**src/rtl/line_render.sv**
```systemverilog
`default_nettype none
// ============================================================================
// Module      : line_render
// Description : Double-buffers one captured line and serializes it pixel by
//               pixel on the pixel tick. Optional collision flag is built
//               when LINE_RENDER_COLLIDE_EN is defined.
// Revision    : 1.0 - initial release
// ============================================================================
module line_render #(
    parameter int          WIDTH    = 640,
    parameter logic [11:0] FG_COLOR = 12'hFFF,
    parameter logic [11:0] BG_COLOR = 12'h000
) (
    input  logic             clk_i,
    input  logic             rst_i,
    input  logic [WIDTH-1:0] line_i,
    input  logic             load_i,
    input  logic             start_i,
    input  logic             pix_en_i,
    input  logic [9:0]       player_x_i,
    output logic             pixel_o,
    output logic [11:0]      rgb_o,
    output logic [9:0]       x_o,
    output logic             busy_o,
    output logic             done_o,
    output logic             hit_o
);

    typedef enum logic [0:0] {
        IDLE = 1'b0,
        SCAN = 1'b1
    } state_t;

    localparam logic [9:0] C_LAST = 10'(WIDTH - 1);

    state_t           state_q, state_d;
    logic [WIDTH-1:0] stage_q, stage_d;
    logic [WIDTH-1:0] active_q, active_d;
    logic             pending_q, pending_d;
    logic [9:0]       cnt_q, cnt_d;
    logic             pixel_q, pixel_d;
    logic [11:0]      rgb_q, rgb_d;
    logic [9:0]       x_q, x_d;
    logic             done_q, done_d;

    logic             start_ok;
    logic             cur_bit;

    assign start_ok = (state_q == IDLE) && start_i;
    // Pixel 0 is the oldest bit, so the scan walks from the MSB down.
    assign cur_bit  = active_q[C_LAST - cnt_q];

    always_comb begin
        state_d   = state_q;
        stage_d   = stage_q;
        active_d  = active_q;
        pending_d = pending_q;
        cnt_d     = cnt_q;
        pixel_d   = pixel_q;
        rgb_d     = rgb_q;
        x_d       = x_q;
        done_d    = 1'b0;

        if (load_i) begin
            stage_d   = line_i;
            pending_d = 1'b1;
        end

        case (state_q)
            IDLE: begin
                if (pix_en_i) begin
                    pixel_d = 1'b0;
                    rgb_d   = 12'h000;
                end
                if (start_i) begin
                    // A line arriving with the start is newer than the staged one.
                    if (load_i) begin
                        active_d  = line_i;
                        pending_d = 1'b0;
                    end else if (pending_q) begin
                        active_d  = stage_q;
                        pending_d = 1'b0;
                    end
                    cnt_d   = 10'd0;
                    state_d = SCAN;
                end
            end
            SCAN: begin
                if (pix_en_i) begin
                    pixel_d = cur_bit;
                    rgb_d   = cur_bit ? FG_COLOR : BG_COLOR;
                    x_d     = cnt_q;
                    if (cnt_q == C_LAST) begin
                        state_d = IDLE;
                        done_d  = 1'b1;
                    end else begin
                        cnt_d = cnt_q + 10'd1;
                    end
                end
            end
            default: state_d = IDLE;
        endcase
    end

    always_ff @(posedge clk_i or posedge rst_i) begin
        if (rst_i) begin
            state_q   <= IDLE;
            stage_q   <= '0;
            active_q  <= '0;
            pending_q <= 1'b0;
            cnt_q     <= 10'd0;
            pixel_q   <= 1'b0;
            rgb_q     <= 12'h000;
            x_q       <= 10'd0;
            done_q    <= 1'b0;
        end else begin
            state_q   <= state_d;
            stage_q   <= stage_d;
            active_q  <= active_d;
            pending_q <= pending_d;
            cnt_q     <= cnt_d;
            pixel_q   <= pixel_d;
            rgb_q     <= rgb_d;
            x_q       <= x_d;
            done_q    <= done_d;
        end
    end

`ifdef LINE_RENDER_COLLIDE_EN
    logic hit_q, hit_d;

    always_comb begin
        hit_d = hit_q;
        if (start_ok) begin
            hit_d = 1'b0;
        end else if ((state_q == SCAN) && pix_en_i && cur_bit && (cnt_q == player_x_i)) begin
            hit_d = 1'b1;
        end
    end

    always_ff @(posedge clk_i or posedge rst_i) begin
        if (rst_i) begin
            hit_q <= 1'b0;
        end else begin
            hit_q <= hit_d;
        end
    end

    assign hit_o = hit_q;
`else
    logic unused_collide;
    assign unused_collide = ^{player_x_i, start_ok};
    assign hit_o          = 1'b0;
`endif

    assign pixel_o = pixel_q;
    assign rgb_o   = rgb_q;
    assign x_o     = x_q;
    assign busy_o  = (state_q == SCAN);
    assign done_o  = done_q;

endmodule
`default_nettype wire

```
**config.mk**
```make
export PLATFORM = sky130hd
export DESIGN_NAME = line_render
export DESIGN_NICKNAME = d
export VERILOG_FILES = /design/src/rtl/line_render.sv
export SDC_FILE = /design/constraint.sdc
export NUM_CORES = 2
export LEC_CHECK = 0
export BUFFER_PORTS_ARGS = -buffer_cell sky130_fd_sc_hd__buf_4
export CORE_ASPECT_RATIO = 1.5
export CORE_MARGIN = 2
export CORE_UTILIZATION = 31
export CTS_CLUSTER_DIAMETER = 40
export CTS_CLUSTER_SIZE = 10
export DETAILED_ROUTE_END_ITERATION = 8
export PLACE_DENSITY_LB_ADDON = 0.05
export SETUP_SLACK_MARGIN = 0.2
export SLEW_MARGIN = 0
export SYNTH_ARGS = -nofsm -noshare
export SYNTH_HDL_FRONTEND = slang
export SYNTH_SLANG_ARGS = --single-unit
```
**constraint.sdc**
```tcl
create_clock -name clk_i -period 49.7 [get_ports clk_i]
set_input_delay 9.94 -clock clk_i [delete_from_list [all_inputs] [get_ports clk_i]]
set_output_delay 9.94 -clock clk_i [all_outputs]
set_load 0.03 [all_outputs]
```
==> flow_results.org <==
** Timing
- At the pin with the least slew margin, the transition time is 1.09 ns.
- Setup clock skew after layout :: 0.0263 ns
- Final Cycle Share :: 25.6%
- For this run, the top clock speed supported by timing is 78.5 MHz.
- The number of pins exceeding their max-slew limit in the final report is 0.
- After layout, the worst setup slack is 36.96 ns.
- The smallest clock period supported by the final layout is computed as 12.74 ns.
- The worst pin sits at a relative slew slack of 27.2%.
- The final-report hold violation count came to 0.
- Setup repair after global routing left no endpoint under its margin.
- Number of endpoints failing setup at the final stage :: 0
- Adding up every negative setup slack in the final design gives 0 ns.

** Setup path
- In this run the worst setup path begins at start_i.
- Data arrives at the worst endpoint at 13.40 ns.
- Top fanout value on the critical path :: 167
- Path depth of the worst reg2reg path :: 9
- The worst setup path is captured at a flip-flop.
- Worst endpoint required time :: 50.36 ns
- Setup crit start kind :: primary input
- The worst register-to-register path begins at cnt_q[0].
- Worst setup path category :: in2reg

** Clocking
- H-tree lvl count :: 4
- After clock tree synthesis, the setup repair step added 0 buffers.
- Clock buffers created by TritonCTS :: 178
- In this run, post-CTS hold repair placed 0 buffers.
- The clock drives 1304 sinks.
- Bufs on Longest Clock Path :: 3
- CTS placed an instance of sky130_fd_sc_hd__clkbuf_16 at the clock tree root.
- After clock tree synthesis, the repair step resized 0 gates.
- The clock reaches the later pin of the worst-skew pair after 0.79 ns.
- Clk slew on worst S/H paths :: 0.05 ns
- TritonCTS built the clock tree.

** Status
- The run finished with clean final reports.

** Routing
- Initial DRC count :: 1256
- Met3 routed wirelength :: 15.7 mm
- Total length of routed wires :: 160 mm
- In this run the remaining antenna-violating nets after routing total 0.
- Before antenna repair, the detailed router went through 5 iterations.
- Average detailed-routed wire length per instance :: 25.5 um
- Routed vias :: 30000
- In the detailed route, the total length drawn on met2 is approximately 73 mm.
- In the routed design, unresolved DRC markers number 0.
- Using the TritonRoute via totals, the vias-per-cell ratio works out to approximately 4.8.
- For this block, wires on met1 add up to 66.6 mm.
- Highest layer used for signal routing :: met5

** Yosys
- Number of register bits inferred by synthesis :: 1304
- The biggest area contributor in the post-synthesis netlist is sky130_fd_sc_hd__dfrtp_1.
- During synthesis, Yosys emitted a total of 0 warnings.
- Area fraction in compound gates after synthesis :: 1.06%
- Proportion of netlist area held by the largest area contributor :: 61.1%
- Post-Synthesis Mean Instance Area :: 16.6 um2
- Counting flops with a built-in enable in the synthesized netlist gives 0.
- Sequential cells were found to cover between 60% and 70% of the synthesized design area.
- Simple logic cell fraction of the synthesized area :: 1.05%
- Synth Area in Adders :: less than 1%
- Number of instances in the synthesized netlist :: 3224
- Ys async rst share :: 100%
- Netlist area before placement :: around 0.053 mm2
- Summing the areas of all xor and xnor instances in the mapped netlist gives 0.131% of the synthesized area.
- Primary flip-flop cell chosen by synthesis mapping :: sky130_fd_sc_hd__dfrtp_1
- After synthesis, the largest family of logic cells by area is multiplexers.
- Total nets after synthesis :: 3882
- Mux contribution to synthesized area :: between 30% and 40%
- Ranking of synthesized cells by area :: sky130_fd_sc_hd__dfrtp_1 (61%), sky130_fd_sc_hd__mux2_2 (27%), sky130_fd_sc_hd__mux4_2 (6.8%), sky130_fd_sc_hd__clkbuf_1 (1.1%), sky130_fd_sc_hd__mux2i_1 (0.60%)
- After synthesis, the netlist uses 49 different library cells.

** Die
- In this run the standard cell core region covers 0.171 mm2.
- The die covers 0.176 mm2.
- Die outline height :: 512 um
- Die span in x :: 343 um
- The floorplan has roughly 190 rows.
- For this configuration, the core starts out at a cell density of 31.2%.
- 681 I/O pins were placed.

** GRT
- Global-route congestion overflow total :: 0
- First-pass GRT wire length :: roughly 230 mm
- The number of antenna violations at the first check in global routing is 100.
- Total track usage :: 18.3%
- Number of global-route vias before repair :: 33100
- Maximum number of pins on one net before global-route repair :: 168

** Final layout
- Fillers :: 16200
- For this run, the post-layout net count is between 4000 and 5000.
- Area added between synthesis and finish :: 24.5%
- Cells with a size suffix above 1 make up 61.0% of the layout.

** Pwr
- Power spread over the standard cell area amounts to 44.6 mW/mm2.
- Peak ir drop on the vdd network :: 0.0300 mV
- In this run the static leakage power is 0.0303 uW.

** Flow run
- Number of max-cap violations :: 0

** Placement
- Port buffering added 669 buffers.
- At the end of routability-driven placement, the weighted congestion stood at 0.724.
- Detail Placement HPWL :: ~110 mm
- Pre-CTS setup slack :: 36.09 ns

** Min path
- The min-delay analysis places its worst path in the category reg2reg.
- Start point of the worst min-delay path :: x_o[0]
- Worst Hold Path Cells :: 2
## cells in the final DEF (no fill, tap or decap), drive strengths merged, types with 11 or more instances in the layout
cell type and n:
nand2 41, a21oi 15, mux2 1287, nor2 29, bufinv 11, o21ai 16, diode 16, a22oi 15
clkbuf 223, dfrtp 1304, mux4 164, buf 725, inv 20, clkinv 37, mux2i 32
## final timing paths
check                                end  slack [ns]
setup reg to reg               rgb_o[10]       44.70
min in group asynchronous   stage_q[617]        9.28
hold / removal                    x_o[0]        0.48
max in group asynchronous  active_q[188]       37.36
hold reg to reg                   x_o[0]        0.48
setup / recovery           active_q[404]       36.96
## cells in the mapped netlist, types with 7 or more instances
cell type                  count
sky130_fd_sc_hd__a21oi_1      15
sky130_fd_sc_hd__a22o_1        8
sky130_fd_sc_hd__a22oi_1      15
sky130_fd_sc_hd__buf_1        10
sky130_fd_sc_hd__buf_2        24
sky130_fd_sc_hd__buf_4        22
sky130_fd_sc_hd__clkbuf_1    153
sky130_fd_sc_hd__dfrtp_1    1304
sky130_fd_sc_hd__mux2_2     1287
sky130_fd_sc_hd__mux2i_1      32
sky130_fd_sc_hd__mux4_2      162
sky130_fd_sc_hd__nand2_1      41
sky130_fd_sc_hd__nand4_1       7
sky130_fd_sc_hd__nor2_1       29
sky130_fd_sc_hd__o21ai_0      16
sky130_fd_sc_hd__o22ai_1       8
## cell families (layout without fill, tap and decap cells)
kind of cell	count (synthesis)	after routing
mux	1483	1483
flops	1304	1304
buf+inv	223	1024
simple gates	119	119
compound gates	83	83
xor+xnor	8	8
fa+ha+maj	3	3
other cells	1	17
## final cells by class
type | instances | area [um2] | share of cell area, %
Clock buffer | 223 | 4860 | 7.30
Sequential cell | 1304 | 32600 | 49.1
Inverter | 8 | 37.5 | 0.0564
Antenna cell | 16 | 40.0 | 0.0602
Clock inverter | 68 | 774 | 1.16
Tap cell | 2256 | 2820 | 4.24
Timing Repair Buffer | 725 | 5550 | 8.35
Multi-Input combinational cell | 1697 | 19800 | 29.7
## critical path: stages
cell and delay, ns:
sky130_fd_sc_hd__buf_4 0.11, sky130_fd_sc_hd__nor2b_1 0.28, sky130_fd_sc_hd__o21ai_4 0.13, sky130_fd_sc_hd__buf_12 0.77, sky130_fd_sc_hd__buf_4 0.66, sky130_fd_sc_hd__buf_4 0.87, sky130_fd_sc_hd__mux2_2 0.42
## power by group
| part | switching (uW) | internal (uW) | total [uW] |
|---|---|---|---|
| clock | 486 | 745 | 1230 |
| sequential | 60.2 | 1170 | 1230 |
| combinational | 270 | 233 | 503 |
## layer usage
layer / GRT usage, % / vias to the layer above
li1: - / 13200
met4: 5.05 / 154
met1: 22.9 / 15500
met2: 28.4 / 796
met5: 0 / -
met3: 8.47 / 370
## flip-flops by register name, summed over array words and instances, names as in the netlist
signal     count
active_q     640
busy_o         1
cnt_q         10
done_o         1
pending_q      1
rgb_o          1
stage_q      640
x_o           10
## metrics by stage
stage | hold slack [ns] | area, um2 | utilization, % | cells | total power, uW
floorplan | 0.455 | 53400 | - | 3224 | 1550
global route | 0.501 | 66500 | 38.8 | 6284 | 3110
finish | 0.475 | 66500 | 38.8 | 6297 | 2970
CTS | 0.484 | 66500 | 38.8 | 6281 | 3040
global placement | 0.467 | 60800 | 35.5 | 5990 | 1770
detailed placement | 0.471 | 60800 | 35.5 | 5990 | 1780
Power figures use the tool's default switching activity.
